## config.mk

```make
export PLATFORM = sky130hd
export DESIGN_NAME = matrix_mac_seq
export DESIGN_NICKNAME = d
export VERILOG_FILES = /design/src/rtl/matrix_mac_seq.sv
export SDC_FILE = /design/constraint.sdc
export NUM_CORES = 1
export LEC_CHECK = 0
export CORE_MARGIN = 2
export CORE_UTILIZATION = 50
export DETAILED_ROUTE_END_ITERATION = 7
export PLACE_DENSITY = 0.69
export REMOVE_ABC_BUFFERS = 1
export SLEW_MARGIN = 20
export SYNTH_ARGS = -nofsm -noshare
export SYNTH_HDL_FRONTEND = slang
export SYNTH_SLANG_ARGS = --single-unit
```

## constraint.sdc

```tcl
create_clock -name clk -period 17 [get_ports clk]
set_input_delay 3.4 -clock clk [delete_from_list [all_inputs] [get_ports clk]]
set_output_delay 3.4 -clock clk [all_outputs]
set_load 0.005 [all_outputs]
```

## src/rtl/matrix_mac_seq.sv

```systemverilog
// Sequential outer-product MAC engine: acc[r][c] (+)= A[c]*B[r], one row per cycle, rows read out over valid/ready.
// Optional build macro MATRIX_MAC_SAT_EN selects unsigned saturating reduction instead of modulo wrap.
module matrix_mac_seq #(
  parameter int LANES  = 4,
  parameter int ELEM_W = 8,
  parameter int ACC_W  = 8
) (
  input  logic                       clk,
  input  logic                       rst,
  input  logic                       cmd_valid,
  output logic                       cmd_ready,
  input  logic [1:0]                 cmd_op,
  input  logic [LANES*ELEM_W-1:0]    op_A,
  input  logic [LANES*ELEM_W-1:0]    op_B,
  output logic                       res_valid,
  input  logic                       res_ready,
  output logic [LANES*ACC_W-1:0]     res_data,
  output logic [$clog2(LANES)-1:0]   res_row,
  output logic                       mac_done,
  output logic                       busy
);

  localparam int ROW_W  = $clog2(LANES);
  localparam int PROD_W = 2 * ELEM_W;
  localparam int SUM_W  = ((PROD_W > ACC_W) ? PROD_W : ACC_W) + 1;

  localparam logic [1:0] OP_CLEAR = 2'b00;
  localparam logic [1:0] OP_MAC   = 2'b01;
  localparam logic [1:0] OP_LOAD  = 2'b10;
  localparam logic [1:0] OP_READ  = 2'b11;

  typedef enum logic [1:0] {IDLE, COMPUTE, READOUT} state_t;

  state_t            state, state_next;
  logic [ROW_W-1:0]  row, row_next;
  logic              done, done_next;
  logic              load_mode;
  logic              accept, do_clear, do_start, do_write, last_row;

  logic [ACC_W-1:0]  acc     [LANES][LANES];
  logic [ELEM_W-1:0] a_lat   [LANES];
  logic [ELEM_W-1:0] b_lat   [LANES];
  logic [ACC_W-1:0]  row_new [LANES];
  logic [ELEM_W-1:0] b_cur;

  assign accept    = cmd_valid && cmd_ready;
  assign last_row  = (row == ROW_W'(LANES - 1));
  assign cmd_ready = (state == IDLE);
  assign busy      = (state != IDLE);
  assign res_valid = (state == READOUT);
  assign res_row   = row;
  assign mac_done  = done;
  assign b_cur     = b_lat[row];

  always_comb begin
    state_next = state;
    row_next   = row;
    done_next  = 1'b0;
    do_clear   = 1'b0;
    do_start   = 1'b0;
    do_write   = 1'b0;
    case (state)
      IDLE: begin
        if (accept) begin
          case (cmd_op)
            OP_CLEAR: do_clear = 1'b1;
            OP_MAC, OP_LOAD: begin
              do_start   = 1'b1;
              state_next = COMPUTE;
              row_next   = '0;
            end
            OP_READ: begin
              state_next = READOUT;
              row_next   = '0;
            end
            default: ;
          endcase
        end
      end
      COMPUTE: begin
        do_write = 1'b1;
        if (last_row) begin
          state_next = IDLE;
          row_next   = '0;
          done_next  = 1'b1;
        end else begin
          row_next = row + 1'b1;
        end
      end
      READOUT: begin
        if (res_ready) begin
          if (last_row) begin
            state_next = IDLE;
            row_next   = '0;
          end else begin
            row_next = row + 1'b1;
          end
        end
      end
      default: begin
        state_next = IDLE;
        row_next   = '0;
      end
    endcase
  end

  always_ff @(posedge clk or posedge rst) begin
    if (rst) begin
      state <= IDLE;
      row   <= '0;
      done  <= 1'b0;
    end else begin
      state <= state_next;
      row   <= row_next;
      done  <= done_next;
    end
  end

  // Operands are captured once at accept so the pipeline may move on immediately.
  always_ff @(posedge clk or posedge rst) begin
    if (rst) begin
      load_mode <= 1'b0;
      for (int i = 0; i < LANES; i++) begin
        a_lat[i] <= '0;
        b_lat[i] <= '0;
      end
    end else if (do_start) begin
      load_mode <= (cmd_op == OP_LOAD);
      for (int i = 0; i < LANES; i++) begin
        a_lat[i] <= op_A[i*ELEM_W +: ELEM_W];
        b_lat[i] <= op_B[i*ELEM_W +: ELEM_W];
      end
    end
  end

  always_ff @(posedge clk or posedge rst) begin
    if (rst) begin
      for (int r = 0; r < LANES; r++)
        for (int c = 0; c < LANES; c++)
          acc[r][c] <= '0;
    end else if (do_clear) begin
      for (int r = 0; r < LANES; r++)
        for (int c = 0; c < LANES; c++)
          acc[r][c] <= '0;
    end else if (do_write) begin
      for (int c = 0; c < LANES; c++)
        acc[row][c] <= row_new[c];
    end
  end

  genvar gi;
  generate
    for (gi = 0; gi < LANES; gi++) begin : lane_g
      logic [PROD_W-1:0] prod;
      logic [ACC_W-1:0]  acc_term;

      assign prod     = {{ELEM_W{1'b0}}, a_lat[gi]} * {{ELEM_W{1'b0}}, b_cur};
      assign acc_term = load_mode ? '0 : acc[row][gi];

`ifdef MATRIX_MAC_SAT_EN
      logic [SUM_W-1:0] sum;
      assign sum         = SUM_W'(acc_term) + SUM_W'(prod);
      assign row_new[gi] = (|sum[SUM_W-1:ACC_W]) ? {ACC_W{1'b1}} : sum[ACC_W-1:0];
`else
      assign row_new[gi] = ACC_W'(SUM_W'(acc_term) + SUM_W'(prod));
`endif

      assign res_data[gi*ACC_W +: ACC_W] = acc[row][gi];
    end
  endgenerate

endmodule

```

==> run summary <==
Status -> complete, no violations
Post-CTS sizing -> 0
CTS Buf Count -> 17
Area Growth Syn to Fin -> 15.68%
Fraction of layout cells with a size suffix above 1 -> 13.83%
Post-synth ARST share -> 100.0%
Cell variety after synth -> 37
Maximum clock rate -> 158.8 MHz
Critical Path End Type -> output pin
Startpoint type of the worst setup path -> register
Residual DRC -> 0
Kind of cell with the highest combined delay on the critical path -> buffers and inverters
Initial DRC count -> 570
Avg Inst Size Synth -> 11.18 um2
Final hold vios -> 0
Via density per instance -> 5.565
Worst path cell trace -> buf_4 > mux4_2 > clkdlybuf4s50_1
Routability cong. -> 0.8270
PortBufs -> 107
Final period util -> 37.05%
Depth of the CTS H-tree -> 4
Gr ovfl total -> 0
Commonest non-fill, non-tap cell in the layout -> dfrtp_1
Clock root cell -> clkbuf_16
Filler instances -> 2,128
Clk_skew -> 13.19 ps
# diodes -> 0
Top Layer Used -> met4
Clock latency on the worst-skew pair -> 450 ps
Rows -> 58
Slew margin rel. -> 33.30%
Vias in the first global route -> 9,554
Postcts setup bufs -> 0
Post-DR wirelength/cell -> 19.68 um
Final setup violation count -> 0
Pin count of the biggest net entering global routing -> 139
Vias -> 8,759
Met2 wire length -> 15.23 mm
Fin Setup TNS -> 0 ps
Post-Syn Instances -> 1,154
CTS tree -> built
RSZ-0062 raised after global routing -> no
Clock Pin Slew Worst Setup and Hold Paths -> 80 ps
Hold Buf Count CTS -> 0
Core Region -> 0.02525 mm2
DRT Wirelength -> 30.98 mm
Starting Density -> 51.09%
Ys Warns -> 0
Initial antenna violation count -> 0
Die height -> 164.6 um
Post-DP HPWL -> 19.44 mm
Arrival time of the worst setup path -> 2900 ps
Seq/Total Area, Yosys -> 38.40%
Crit-path max FO -> 32
EDFF count, synth -> 0
Non-filler cells, final -> 1,574
Predominant post-synthesis flop cell -> dfrtp_1
Crit-path slowest cell -> buf_4
GRT Util Overall -> 24.68%
Post-layout min period -> 6298 ps
WS Path Type -> register to output pin
Worst hold margin -> 484.0 ps
Antenna Nets Post-Route -> 0
Most frequent cells in the layout -> dfrtp_1, nand2_1, inv_1
Worst path bufs/invs -> 2
Cell Area, Synth -> 0.01290 mm2
Required @ worst endpoint -> 13,600 ps
Clk buf depth -> 2
CP max stage delay -> 650 ps
Cell Count Post-Placement -> 1,542
Wl on met1 -> 13.57 mm
#FFs+latches synth -> 198
Hold Crit Class -> register to register
First-pass GRT wire length -> 50.69 mm
Die X -> 164.6 um
Met3 wire len -> 1.644 mm
Slew @ Worst Pin -> 1001 ps
Max-slew violation count -> 0
Die area -> 0.02711 mm2
IO Pins -> 108
Drt pass-1 iters -> 5
Clock Sinks -> 198
Max-cap viol count -> 0
Final Net Count -> 1,452
final timing paths:
kind / start / endpoint / slack [ps] / cells after the start
worst min-delay path: acc[37] / acc[37] / 480 / 2
min in group asynchronous: rst / acc[58] / 3550 / 2
worst min register to register: acc[37] / acc[37] / 480 / 2
max in group asynchronous: rst / res_row[1] / 12140 / 3
worst max-delay path: res_row[0] / res_data[13] / 10700 / 3
worst max register to register: res_row[0] / acc[15] / 10720 / 18
state kept, by name (all words and copies together) (netlist names):
signal,count
a_lat,32
acc,128
b_lat,32
load_mode,1
mac_done,1
res_row,2
state,2
area by class of cell:
type	instances	area (um2)	share of cell area, %
multi-input cells	754	7184	48.13
flip-flops and latches	198	4957	33.21
repair buffers	119	1161	7.779
inverters	141	536.8	3.596
clock buffers	18	439.2	2.942
well taps	330	412.9	2.766
clock inverters	14	234.0	1.568
per-stage QoR:
step                worst slack (ps)  utilization [%]  cell area, um2
detailed placement             10720            56.44           14250
floorplan                       8203                -           12640
CTS                            10620            59.10           14930
global placement               10790            56.44           14250
global route                   10280            59.10           14930
finish                         10700            59.10           14930
synthesized netlist by cell type, types with 9 or more instances:
master | count | area, um2
and2_1 | 48 | 300.3
fa_1 | 72 | 1441
nand2_1 | 165 | 619.3
xor2_1 | 18 | 157.7
a21oi_1 | 36 | 180.2
clkbuf_1 | 49 | 183.9
o21ai_1 | 12 | 60.06
mux4_2 | 40 | 900.9
xnor2_1 | 45 | 394.1
ha_1 | 79 | 988.5
nand2b_1 | 23 | 143.9
a22o_1 | 78 | 683.2
dfrtp_1 | 198 | 4955
nor2b_1 | 11 | 68.82
nor2_1 | 10 | 37.54
inv_1 | 141 | 529.3
mux2_2 | 65 | 732.0
o21ai_0 | 9 | 45.04
a21o_1 | 9 | 67.56
worst reg2reg max path, delay by kind of cell, from the launching register on:
| kind | cells | cell delay, ps |
|---|---|---|
| mux | 1 | 980 |
| compound gates | 3 | 490 |
| xor+xnor | 4 | 870 |
| flops | 1 | 640 |
| buf+inv | 3 | 730 |
| fa+ha+maj | 6 | 2070 |
| simple gates | 1 | 340 |
kinds of logic (layout without fill, tap and decap cells):
group           count (synthesis)  in the layout  synth area share [%]
compound gates                150            150                 8.485
xor+xnor                       72             72                 5.518
fa+ha+maj                     151            151                 18.83
buf+inv                       202            292                 6.100
flops                         198            198                 38.40
mux                           106            106                 12.73
simple gates                  275            275                 9.930
metal layers:
layer	GRT usage (%)	vias to the layer above
met5	0	-
met4	7.312	0
met3	4.194	40
met2	40.99	253
met1	33.55	4514
li1	-	3952
Power is not shown: default switching activity piles up to over one toggle a cycle in this logic, so the estimate is an artifact.
